## config.mk

```make
export PLATFORM = sky130hd
export DESIGN_NAME = gac_mux_pipe_nt1
export DESIGN_NICKNAME = d
export VERILOG_FILES = /design/src/rtl/gac_mux_pipe_nt1.sv
export SDC_FILE = /design/constraint.sdc
export NUM_CORES = 1
export LEC_CHECK = 0
export BUFFER_PORTS_ARGS = -buffer_cell sky130_fd_sc_hd__buf_2
export CORE_AREA = 2 2 419 421
export CTS_CLUSTER_DIAMETER = 80
export CTS_CLUSTER_SIZE = 40
export DETAILED_ROUTE_END_ITERATION = 8
export DIE_AREA = 0 0 421 423
export GPL_TIMING_DRIVEN = 0
export MAX_ROUTING_LAYER = met4
export PLACE_DENSITY = 0.31
export SKIP_LAST_GASP = 1
export SYNTH_ARGS = -nofsm -noshare
export SYNTH_HDL_FRONTEND = slang
export SYNTH_SLANG_ARGS = --single-unit
```

## constraint.sdc

```tcl
create_clock -name clk -period 1.7 [get_ports clk]
set_clock_uncertainty 0.15 [all_clocks]
set_input_delay 0.17 -clock clk [delete_from_list [all_inputs] [get_ports clk]]
set_output_delay 0.17 -clock clk [all_outputs]
set_load 0.02 [all_outputs]
```

## src/rtl/gac_mux_pipe_nt1.sv

```systemverilog
// Two-stage pipelined N-to-1 mux with valid/ready flow control: stage 1 picks within groups, stage 2 picks the group.
// Optional out-of-range select flag on sel_err when GAC_MUX_SEL_CHECK_EN is defined.
module gac_mux_pipe_nt1 #(
    parameter int WIDTH  = 32,
    parameter int NUM_IN = 32,
    parameter int GRP    = 8
) (
    input  logic                      clk,
    input  logic                      rst_n,
    input  logic [NUM_IN*WIDTH-1:0]   x,
    input  logic [$clog2(NUM_IN)-1:0] sel,
    input  logic                      in_valid,
    output logic                      in_ready,
    output logic [WIDTH-1:0]          q,
    output logic                      out_valid,
    input  logic                      out_ready
`ifdef GAC_MUX_SEL_CHECK_EN
    ,
    output logic                      sel_err
`endif
);

    localparam int SEL_W = $clog2(NUM_IN);
    localparam int GRP_W = $clog2(GRP);
    localparam int NGRP  = (NUM_IN + GRP - 1) / GRP;
    localparam int HI_W  = (SEL_W > GRP_W) ? SEL_W - GRP_W : 1;

    logic                 s1_valid;
    logic [HI_W-1:0]      s1_hi;
    logic [WIDTH-1:0]     s1_g [NGRP];
    logic [WIDTH-1:0]     g_d  [NGRP];
    logic [HI_W-1:0]      sel_hi_d;
    logic [WIDTH-1:0]     q_d;
    logic                 s2_adv;
    logic                 s1_adv;

    assign s2_adv   = ~out_valid | out_ready;
    assign s1_adv   = ~s1_valid | s2_adv;
    assign in_ready = s1_adv;

    if (SEL_W > GRP_W) begin : g_hi
        assign sel_hi_d = sel[SEL_W-1:GRP_W];
    end else begin : g_nohi
        assign sel_hi_d = '0;
    end

    // Slots beyond NUM_IN (partial last group, out-of-range sel) read as zero.
    always_comb begin
        for (int k = 0; k < NGRP; k++) begin
            g_d[k] = '0;
            if (k * GRP + int'(sel[GRP_W-1:0]) < NUM_IN) begin
                g_d[k] = x[(k * GRP + int'(sel[GRP_W-1:0])) * WIDTH +: WIDTH];
            end
        end
    end

    always_comb begin
        q_d = '0;
        for (int k = 0; k < NGRP; k++) begin
            if (int'(s1_hi) == k) begin
                q_d = s1_g[k];
            end
        end
    end

    always_ff @(posedge clk or negedge rst_n) begin
        if (!rst_n) begin
            s1_valid <= 1'b0;
            s1_hi    <= '0;
            for (int k = 0; k < NGRP; k++) begin
                s1_g[k] <= '0;
            end
        end else if (s1_adv) begin
            s1_valid <= in_valid;
            if (in_valid) begin
                s1_hi <= sel_hi_d;
                for (int k = 0; k < NGRP; k++) begin
                    s1_g[k] <= g_d[k];
                end
            end
        end
    end

    always_ff @(posedge clk or negedge rst_n) begin
        if (!rst_n) begin
            out_valid <= 1'b0;
            q         <= '0;
        end else if (s2_adv) begin
            out_valid <= s1_valid;
            if (s1_valid) begin
                q <= q_d;
            end
        end
    end

`ifdef GAC_MUX_SEL_CHECK_EN
    localparam logic [SEL_W:0] NUM_IN_V = (SEL_W + 1)'(NUM_IN);

    logic s1_err;

    // The error flag travels with its item through both stages.
    always_ff @(posedge clk or negedge rst_n) begin
        if (!rst_n) begin
            s1_err  <= 1'b0;
            sel_err <= 1'b0;
        end else begin
            if (s1_adv && in_valid) begin
                s1_err <= ({1'b0, sel} >= NUM_IN_V);
            end
            if (s2_adv && s1_valid) begin
                sel_err <= s1_err;
            end
        end
    end
`else
    // Without the check, out-of-range selects still return zero through the index guards.
`endif

endmodule
```

==> impl_metrics.prom, run 1 <==
# TYPE chip_impl_metric gauge
chip_impl_metric{name="final_nets",unit=""} 4193
chip_impl_metric{name="drt-pass1-iter-count",unit=""} 5
chip_impl_metric{name="power-per-cell-area",unit="nW/um^2"} 634
chip_impl_metric{name="comb_power_share",unit=""} 0.469
chip_impl_info{name="yosys.area.top_type",value="dfrtp_1"} 1
chip_impl_metric{name="tritoncts.num_buffers",unit=""} 17
chip_impl_metric{name="remaining_drc_errors",unit=""} 0
chip_impl_info{name="hold_class",value="in2reg"} 1
chip_impl_metric{name="pwr-share-seq",unit=""} 0.308
chip_impl_metric{name="cts_buffer_depth",unit=""} 2
chip_impl_metric{name="detail-route-antenna-nets",unit=""} 0
chip_impl_info{name="cp_endpoint_kind",value="flip-flop"} 1
chip_impl_metric{name="layout_worst_path_cycle_share",unit=""} 1.05
chip_impl_metric{name="synth_edf_count",unit=""} 0
chip_impl_metric{name="setup_viol_count_final",unit=""} 70
chip_impl_metric{name="achievable_frequency",unit="MHz"} 560
chip_impl_metric{name="synthArstFlopShare",unit=""} 1.00
chip_impl_metric{name="fillerInstances",unit=""} 19400
chip_impl_info{name="setup.worst_path.start_class",value="flip-flop"} 1
chip_impl_info{name="synth_most_common_cell",value="mux2_2"} 1
chip_impl_metric{name="grt_pass1_wl",unit="um"} 206000
chip_impl_metric{name="timing.max_cap.violations",unit=""} 0
chip_impl_metric{name="die_boundary_width",unit="um"} 421
chip_impl_metric{name="synth_cell_types",unit=""} 22
chip_impl_metric{name="detail_route.vias_per_cell",unit=""} 3.68
chip_impl_metric{name="vias_in_the_first_global_route",unit=""} 21600
chip_impl_metric{name="cts-htree-levels",unit=""} 4
chip_impl_metric{name="num_vias",unit=""} 20400
chip_impl_info{name="status",value="finished with violations"} 1
chip_impl_metric{name="cts.clk_slew.worst_paths",unit="ns"} 0.08
chip_impl_metric{name="filler_free_cell_count_of_the_finished_design",unit=""} 5531
chip_impl_info{name="cells_taking_the_most_area_after_synthesis",value="dfrtp_1 (27%), mux2_2 (21%), mux2i_1 (17%)"} 1
chip_impl_metric{name="dieHeight",unit="um"} 423
chip_impl_metric{name="placed_cell_count",unit=""} 4825
chip_impl_info{name="primary_flip_flop_cell_chosen_by_synthesis_mapping",value="dfrtp_1"} 1
chip_impl_metric{name="std_cell_rows",unit=""} 153
chip_impl_metric{name="routed_wire_length_per_instance",unit="um"} 29.4
chip_impl_metric{name="power.net_switching",unit="mW"} 8.70
chip_impl_metric{name="netlist_area",unit="sq um"} 15300
chip_impl_metric{name="p_sw_frac",unit=""} 0.426
chip_impl_metric{name="final_critical_path_setup_slack",unit="ns"} -0.0869
chip_impl_metric{name="final_core_utilization",unit=""} 0.186
chip_impl_metric{name="crit_required",unit="ns"} 1.97
chip_impl_metric{name="syn-num-nets",unit=""} 2465
chip_impl_metric{name="start_util",unit=""} 0.0885
chip_impl_metric{name="areaGrowthSynthToFinish",unit="%"} 110
chip_impl_metric{name="detailed_place_hpwl",unit="um"} 136000
chip_impl_metric{name="warnings_from_yosys",unit=""} 0
chip_impl_metric{name="clock_latency",unit="ns"} 0.53
chip_impl_info{name="clock_tree.root_cell",value="clkbuf_16"} 1
chip_impl_metric{name="layout-drive-gt1-share",unit=""} 0.534
chip_impl_info{name="critical_setup_path_class",value="reg2reg"} 1
chip_impl_metric{name="worstMarginPinSlew",unit="ns"} 0.878
chip_impl_metric{name="dieArea",unit="sq um"} 178000
chip_impl_metric{name="p_int",unit="mW"} 11.7
chip_impl_metric{name="finalHoldViolations",unit=""} 0
chip_impl_metric{name="grt-ovfl-total",unit=""} 0
chip_impl_metric{name="core_area",unit="sq um"} 173000
chip_impl_metric{name="cellLeakagePower",unit="nW"} 14.3
chip_impl_metric{name="yosysSeqAreaShare",unit=""} 0.268
chip_impl_info{name="grt_setup_unrepaired",value="true"} 1
chip_impl_metric{name="relSlewSlack",unit=""} 0.415
chip_impl_metric{name="final_wtd_congestion",unit=""} 0.979
chip_impl_metric{name="clkSinkCount",unit=""} 164
chip_impl_metric{name="boundaryPins",unit=""} 1067
chip_impl_metric{name="postSynthRegisterBits",unit=""} 164
chip_impl_info{name="violated_checks",value="negative setup slack"} 1
chip_impl_metric{name="power_frac_clock",unit=""} 0.222
chip_impl_metric{name="synth.top_cell.area_share",unit=""} 0.268
chip_impl_metric{name="grt_start_max_net_pins",unit=""} 69
chip_impl_metric{name="antenna_found_initial",unit=""} 63
chip_impl_metric{name="fin_total_pwr",unit="mW"} 20.4
chip_impl_metric{name="avgSynthCellArea",unit="sq um"} 10.7
chip_impl_info{name="synth.cells.most_frequent",value="mux2_2 (290), mux2i_1 (256), dfrtp_1 (164)"} 1
chip_impl_metric{name="timing.critical_path.arrival",unit="ns"} 2.05
chip_impl_info{name="cts_tree",value="done"} 1
chip_impl_metric{name="post_synth_inst_count",unit=""} 1432
chip_impl_metric{name="grt_usage",unit=""} 0.181
chip_impl_metric{name="finalCriticalPeriod",unit="ns"} 1.79
chip_impl_metric{name="critPathMaxFanout",unit=""} 8
chip_impl_metric{name="routed_wire_length",unit="um"} 162000
chip_impl_metric{name="ir_worst_vdd",unit="mV"} 0.698
chip_impl_metric{name="place.port_buffers",unit=""} 1065
chip_impl_metric{name="first_iter_violations",unit=""} 1206
chip_impl_metric{name="timing.final.max_slew_violations",unit=""} 0
==> worst paths after layout <==
path | startpoint | endpoint | slack [ns] | cells past startpoint
worst min register to register | s1_g[127]$_DFFE_PN0P_ | s1_g[127]$_DFFE_PN0P_ | 0.36 | 2
min in group asynchronous | rst_n | s1_g[47]$_DFFE_PN0P_ | 0.54 | 3
worst max register to register | s1_hi[0]$_DFFE_PN0P_ | q[0]$_DFFE_PN0P_ | -0.09 | 4
worst min-delay path | x[531] | s1_g[51]$_DFFE_PN0P_ | 0.04 | 4
max in group asynchronous | rst_n | s1_g[34]$_DFFE_PN0P_ | 0.14 | 4
worst max-delay path | s1_hi[0]$_DFFE_PN0P_ | q[0]$_DFFE_PN0P_ | -0.09 | 4
==> worst max-delay path, stage by stage (launching register included) <==
cell and delay [ns]:
dfrtp_1 0.38, buf_12 0.18, buf_8 0.12, mux4_2 0.55, mux2_4 0.29
==> registers in the layout, indices dropped and copies added (netlist names) <==
register / count
out_valid: 1
q: 32
s1_valid: 1
s1_hi: 2
s1_g: 128
==> layout make-up <==
cell class / instances / area, sq um / share of cell area
Clock buffer: 17 / 425 / 0.0132
Timing Repair Buffer: 1711 / 12000 / 0.372
Sequential cell: 164 / 4110 / 0.127
Buffer: 164 / 1640 / 0.0510
Clock inverter: 15 / 203 / 0.00628
Multi-Input combinational cell: 1100 / 10900 / 0.337
Antenna cell: 33 / 82.6 / 0.00256
Tap cell: 2325 / 2910 / 0.0902
Inverter: 2 / 12.5 / 0.000388
==> placed cells by master (no fill, tap or decap), types with 25 or more instances in the layout <==
master         count
mux2_2           280
dlygate4sd3_1    611
buf_12            27
o31ai_2           38
clkbuf_1          28
o21ai_2           32
o21ai_1           55
diode_2           33
o22ai_1          123
a22o_1           128
o21ai_0           35
mux2i_1          255
clkbuf_2          25
clkbuf_16         27
o31ai_1           71
dfrtp_1          160
buf_2           1070
mux4_2            32
buf_4             35
==> through the flow <==
stage,area (sq um),setup TNS [ns],hold slack (ns),setup WS [ns]
6_report,32300,-1.75,0.0394,-0.0869
3_3_place_gp,23600,-765.80,0.260,-3.28
3_5_place_dp,23700,-155.97,-0.0400,-1.64
4_1_cts,31500,-9.99,0.000158,-0.182
5_1_grt,32200,-10.62,0.0178,-0.165
2_1_floorplan,15300,0,-0.276,0.00146
==> power groups by stage <==
stage	clock, mW	combinational [mW]	sequential, mW
2_1_floorplan	0	3.27	5.56
3_3_place_gp	0	7.56	6.49
3_5_place_dp	0	7.60	6.50
4_1_cts	4.86	9.44	6.44
5_1_grt	4.95	10.2	6.46
6_report	4.55	9.60	6.30
==> layer usage <==
layer | part of all wire | wire length [um] | global-route usage | vias up
met4 | 0.014 | 2320 | 0.0308 | 0
met3 | 0.040 | 6470 | 0.0205 | 84
met1 | 0.42 | 68300 | 0.221 | 10300
met2 | 0.53 | 85300 | 0.321 | 720
met5 | 0 | 0 | - | -
li1 | - | - | - | 9267
==> what timing repair did <==
item	4_1_cts	5_1_grt
endpoints found under the setup margin	164	161
pin swaps	4	13
gates cloned	8	5
setup buffers	14	6
resized for setup	211	227
hold buffers	613	0
endpoints found under the hold margin	283	0
==> kinds of logic after synthesis <==
logic type,after synthesis,synth area share
mux,578,0.427
simple gates,10,0.00359
flops,164,0.268
buf+inv,168,0.0717
compound gates,512,0.230
No activity file was read; power rests on OpenSTA's default activity.
==> inputs of run 2 (changes only) <==
--- a/config.mk
+++ b/config.mk
@@ -5,15 +5,16 @@
 export SDC_FILE = /design/constraint.sdc
 export NUM_CORES = 1
 export LEC_CHECK = 0
+export ABC_AREA = 1
 export BUFFER_PORTS_ARGS = -buffer_cell sky130_fd_sc_hd__buf_2
-export CORE_AREA = 2 2 419 421
+export CORE_AREA = 2 2 414 416
 export CTS_CLUSTER_DIAMETER = 80
 export CTS_CLUSTER_SIZE = 40
 export DETAILED_ROUTE_END_ITERATION = 8
-export DIE_AREA = 0 0 421 423
+export DIE_AREA = 0 0 416 418
 export GPL_TIMING_DRIVEN = 0
 export MAX_ROUTING_LAYER = met4
-export PLACE_DENSITY = 0.31
+export PLACE_DENSITY = 0.34
 export SKIP_LAST_GASP = 1
 export SYNTH_ARGS = -nofsm -noshare
 export SYNTH_HDL_FRONTEND = slang
==> constraint.sdc (replaced) <==
create_clock -name clk -period 1.64 [get_ports clk]
set_clock_uncertainty 0.15 [all_clocks]
set_input_delay 0.164 -clock clk [delete_from_list [all_inputs] [get_ports clk]]
set_output_delay 0.164 -clock clk [all_outputs]
set_load 0.02 [all_outputs]
==> run 2 against run 1 <==
  * The run still ends with negative setup slack left
  * Wire length up 6.7%
  * Setup slack improved by 0.078 ns
  * Synthesized cell count rose to 2.6 times the previous value
  * Die area shrank 2.4%
  * Cell count rose by 29%
  * First-iteration DRC count grew 38%
  * Utilization fell by 0.72 points
  * Register-to-register slack better by 0.08 ns
  * Global-route usage increased by 1.7 points
  * Clock power shrank 6.6%
  * Count of clock-buffer cells in the layout grew 2
  * Total power decreased by 4.5%
  * Critical path type unchanged
  * Largest power group unchanged
==> impl_metrics.prom, run 2 <==
# TYPE chip_impl_metric gauge
chip_impl_metric{name="timing.critical_path.buf_inv",unit=""} 4
chip_impl_info{name="largest-register",value="s1_g"} 1
chip_impl_metric{name="setup_viol_count_final",unit=""} 1
chip_impl_metric{name="die_boundary_width",unit="um"} 416
chip_impl_metric{name="post_synth_xor_area_fraction",unit=""} 0
chip_impl_metric{name="achievable_frequency",unit="MHz"} 606
chip_impl_metric{name="areaGrowthSynthToFinish",unit="%"} 57.2
chip_impl_metric{name="met1Wirelength",unit="um"} 73100
chip_impl_metric{name="clock_latency",unit="ns"} 0.45
chip_impl_metric{name="first_iter_violations",unit=""} 1665
chip_impl_metric{name="clkSinkCount",unit=""} 164
chip_impl_metric{name="critPathMaxFanout",unit=""} 5
chip_impl_info{name="layout_top_registers",value="s1_g x128, q x32, s1_hi x2"} 1
chip_impl_metric{name="place.port_buffers",unit=""} 1064
chip_impl_metric{name="detailed_place_hpwl",unit="um"} 147000
chip_impl_metric{name="met2RoutedLength",unit="um"} 91300
chip_impl_metric{name="yosysSeqAreaShare",unit=""} 0.213
chip_impl_metric{name="layout_worst_path_cycle_share",unit=""} 1.01
chip_impl_metric{name="routed_wire_length",unit="um"} 173000
chip_impl_metric{name="netlist_area",unit="sq um"} 19300
chip_impl_metric{name="post_synth_inst_count",unit=""} 3760
chip_impl_metric{name="critPathMaxStageDelay",unit="ns"} 0.37
chip_impl_metric{name="timing.max_cap.violations",unit=""} 0
chip_impl_metric{name="postSynthRegisterBits",unit=""} 164
chip_impl_info{name="synth_top_family_by_area",value="simple AND/OR/NAND/NOR gates"} 1
chip_impl_metric{name="std_cell_rows",unit=""} 151
chip_impl_metric{name="grt_start_max_net_pins",unit=""} 85
chip_impl_info{name="cells_taking_the_most_area_after_synthesis",value="nand2_1 (34%), dfrtp_1 (21%), nand3_1 (20%)"} 1
chip_impl_metric{name="synth_edf_count",unit=""} 0
chip_impl_metric{name="timing.critical_path.arrival",unit="ns"} 1.83
chip_impl_metric{name="cts.clk_slew.worst_paths",unit="ns"} 0.08
chip_impl_metric{name="tns",unit="ns"} -0.00912
chip_impl_metric{name="final_wtd_congestion",unit=""} 0.937
chip_impl_metric{name="cts-htree-levels",unit=""} 4
chip_impl_metric{name="detail-route-antenna-nets",unit=""} 0
chip_impl_metric{name="boundaryPins",unit=""} 1067
chip_impl_metric{name="critical_path_cell_count",unit=""} 8
chip_impl_metric{name="crit_required",unit="ns"} 1.82
chip_impl_metric{name="met3_length",unit="um"} 6440
chip_impl_metric{name="relSlewSlack",unit=""} 0.514
chip_impl_metric{name="routed_wire_length_per_instance",unit="um"} 24.3
chip_impl_metric{name="largest_register_ff_count",unit=""} 128
chip_impl_info{name="path_common_cell",value="buf_12"} 1
chip_impl_metric{name="grt_usage",unit=""} 0.198
chip_impl_info{name="status",value="finished with violations"} 1
chip_impl_metric{name="synthAdderAreaFrac",unit=""} 0
chip_impl_info{name="yosys.area.top_type",value="nand2_1"} 1
chip_impl_metric{name="multiInputGateArea",unit="sq um"} 12000
chip_impl_metric{name="vias_in_the_first_global_route",unit=""} 27800
chip_impl_metric{name="core_area",unit="sq um"} 169000
chip_impl_info{name="grt_setup_unrepaired",value="true"} 1
chip_impl_metric{name="finalHoldViolations",unit=""} 0
chip_impl_info{name="synth_most_common_cell",value="nand2_1"} 1
chip_impl_metric{name="reg2reg_slack",unit="ns"} -0.009
chip_impl_metric{name="power-per-cell-area",unit="nW/um^2"} 645
chip_impl_metric{name="start_util",unit=""} 0.114
chip_impl_metric{name="cts_buffer_depth",unit=""} 2
chip_impl_metric{name="fillerInstances",unit=""} 20300
chip_impl_info{name="cp-startpoint",value="out_valid$_DFFE_PN0P_"} 1
chip_impl_info{name="primary_flip_flop_cell_chosen_by_synthesis_mapping",value="dfrtp_1"} 1
chip_impl_metric{name="warnings_from_yosys",unit=""} 0
chip_impl_metric{name="detail_route.vias_per_cell",unit=""} 3.80
chip_impl_info{name="critical-path-slowest-cell",value="dfrtp_1"} 1
chip_impl_info{name="cpLargestDelayFamily",value="buffers and inverters"} 1
chip_impl_info{name="critical_setup_path_class",value="reg2reg"} 1
chip_impl_metric{name="num_vias",unit=""} 27200
chip_impl_info{name="endpoint",value="s1_g[83]$_DFFE_PN0P_"} 1
chip_impl_metric{name="synth.area.mux_share",unit=""} 0
chip_impl_metric{name="ff2ff_path_depth",unit=""} 8
chip_impl_info{name="crit-reg2reg-launch",value="out_valid$_DFFE_PN0P_"} 1
chip_impl_metric{name="layout.area.seq",unit="sq um"} 4100
chip_impl_metric{name="antenna_found_initial",unit=""} 52
chip_impl_metric{name="worstMarginPinSlew",unit="ns"} 0.730
chip_impl_metric{name="area_share_of_and_or_nand_nor_cells_after_synthesis",unit=""} 0.553
chip_impl_metric{name="synth_cell_types",unit=""} 20
chip_impl_info{name="setup.worst_path.start_class",value="flip-flop"} 1
chip_impl_metric{name="compound_gate_portion_of_the_synthesized_area",unit=""} 0.00461
chip_impl_info{name="synth.cells.most_frequent",value="nand2_1 (1,745), nand3_1 (776), inv_1 (773)"} 1
chip_impl_metric{name="cellLeakagePower",unit="nW"} 18.4
chip_impl_metric{name="avgSynthCellArea",unit="sq um"} 5.12
chip_impl_info{name="most-common-layout-cells",value="nand2_1 (1,686), buf_2 (1,168), inv_1 (772)"} 1
chip_impl_metric{name="dieHeight",unit="um"} 418
chip_impl_info{name="clock_tree.root_cell",value="clkbuf_16"} 1
chip_impl_metric{name="grt-ovfl-total",unit=""} 0
chip_impl_metric{name="grt_pass1_wl",unit="um"} 231000
chip_impl_info{name="hold_class",value="in2reg"} 1
chip_impl_metric{name="finalCriticalPeriod",unit="ns"} 1.65
chip_impl_metric{name="timing.final.max_slew_violations",unit=""} 0
chip_impl_metric{name="syn-num-nets",unit=""} 4793
chip_impl_info{name="violated_checks",value="negative setup slack"} 1
chip_impl_info{name="timing.rr.end",value="s1_g[83]$_DFFE_PN0P_"} 1
chip_impl_metric{name="drt-pass1-iter-count",unit=""} 5
chip_impl_metric{name="final_critical_path_setup_slack",unit="ns"} -0.00912
chip_impl_metric{name="synth.top_cell.area_share",unit=""} 0.340
chip_impl_metric{name="hold_ws",unit="ns"} 0.0432
chip_impl_metric{name="final_nets",unit=""} 5914
chip_impl_metric{name="dieArea",unit="sq um"} 174000
chip_impl_metric{name="synthArstFlopShare",unit=""} 1.00
chip_impl_info{name="highest_signal_layer_in_the_routed_design",value="met4"} 1
chip_impl_metric{name="remaining_drc_errors",unit=""} 0
chip_impl_info{name="mostFrequentLayoutCell",value="nand2_1"} 1
chip_impl_metric{name="ir_worst_vdd",unit="mV"} 0.739
chip_impl_info{name="cp_endpoint_kind",value="flip-flop"} 1
chip_impl_info{name="crit_path_cell_trace",value="nand3_2 > nand2_4 > clkinv_8 > buf_16 > buf_12 > buf_12 > nand3_4 > nand2_2"} 1
chip_impl_metric{name="tritoncts.num_buffers",unit=""} 17
chip_impl_info{name="cts_tree",value="done"} 1
chip_impl_metric{name="layout-drive-gt1-share",unit=""} 0.314
==> run 2: cell count changes after synthesis, sizes merged, moves of 25 or more <==
| cell | previous run | this run |
|---|---|---|
| inv | 2 | 778 |
| buf | 82 | 218 |
| mux4 | 32 | 0 |
| o21ai | 128 | 16 |
| mux2 | 290 | 0 |
| clkbuf | 84 | 26 |
| nand2 | 3 | 1746 |
| nand3 | 0 | 776 |
| nand4 | 0 | 25 |
| mux2i | 256 | 0 |
| o31ai | 128 | 0 |
| a22o | 128 | 0 |
| o22ai | 128 | 0 |
==> run 2: layout make-up <==
type	count	area share
buffer	241	0.0601
multi-input combinational	2574	0.396
timing repair buffer	1105	0.197
tap	2218	0.0917
inverter	778	0.0972
antenna	33	0.00273
clock inverter	13	0.00525
sequential	164	0.136
clock buffer	19	0.0146
==> run 2: power by group <==
part / leakage (nW) / switching (mW) / internal, mW / total (mW)
Sequential: 2.01 / 0.668 / 4.91 / 5.58
Combinational: 16.1 / 6.26 / 3.43 / 9.70
Clock: 0.295 / 1.91 / 2.34 / 4.25
==> run 2: cells by family after synthesis <==
family          Yosys count
flops                   164
simple gates           2557
buf+inv                1022
compound gates           17
==> run 2: through the flow <==
| step | worst slack (ns) | cells | cell area, sq um | utilization | total power [mW] |
|---|---|---|---|---|---|
| after floorplan | 0.0693 | 3760 | 19300 | - | 9.41 |
| after global placement | -2.78 | 7042 | 27400 | 0.162 | 14.6 |
| after detailed placement | -1.23 | 7043 | 27400 | 0.162 | 14.6 |
| after CTS | -0.105 | 7107 | 29700 | 0.176 | 19.7 |
| after global routing | -0.0760 | 7133 | 30200 | 0.179 | 20.9 |
| final | -0.00912 | 7145 | 30300 | 0.179 | 19.5 |
==> run 2: worst min-delay path by stage <==
stage | cells past startpoint | to | from | slack (ns)
6_report | 7 | s1_g[24]$_DFFE_PN0P_ | x[1016] | 0.04
5_1_grt | 7 | s1_g[26]$_DFFE_PN0P_ | x[986] | 0.07
4_1_cts | 7 | s1_g[26]$_DFFE_PN0P_ | x[986] | 0.02
3_5_place_dp | 1 | q[5]$_DFFE_PN0P_ | rst_n | 0.09
3_3_place_gp | 3 | s1_hi[1]$_DFFE_PN0P_ | sel[4] | 0.25
2_1_floorplan | 0 | out_valid$_DFFE_PN0P_ | rst_n | -0.28
==> run 2: worst register-to-register path: cells and delay by family, from the launching register on <==
| kind | cells | cell delay, ns |
|---|---|---|
| AND/OR/NAND/NOR | 4 | 0.46 |
| buffers and inverters | 4 | 0.56 |
| flip-flops | 1 | 0.37 |
==> run 2: what timing repair did <==
item                                   in CTS  in global routing
endpoints found under the hold margin      83                  0
gates cloned                                7                  3
pin swaps                                  11                 14
setup buffers                              22                  6
hold buffers                                4                  0
setup endpoints to repair                 160                135
resized for setup                         268                136
==> run 2: layer usage <==
metal  vias to the layer above  global-route usage
li1                      13500                   -
met1                     12800               0.237
met3                        94              0.0185
met2                       779               0.364
met5                         -                   -
met4                         0              0.0273
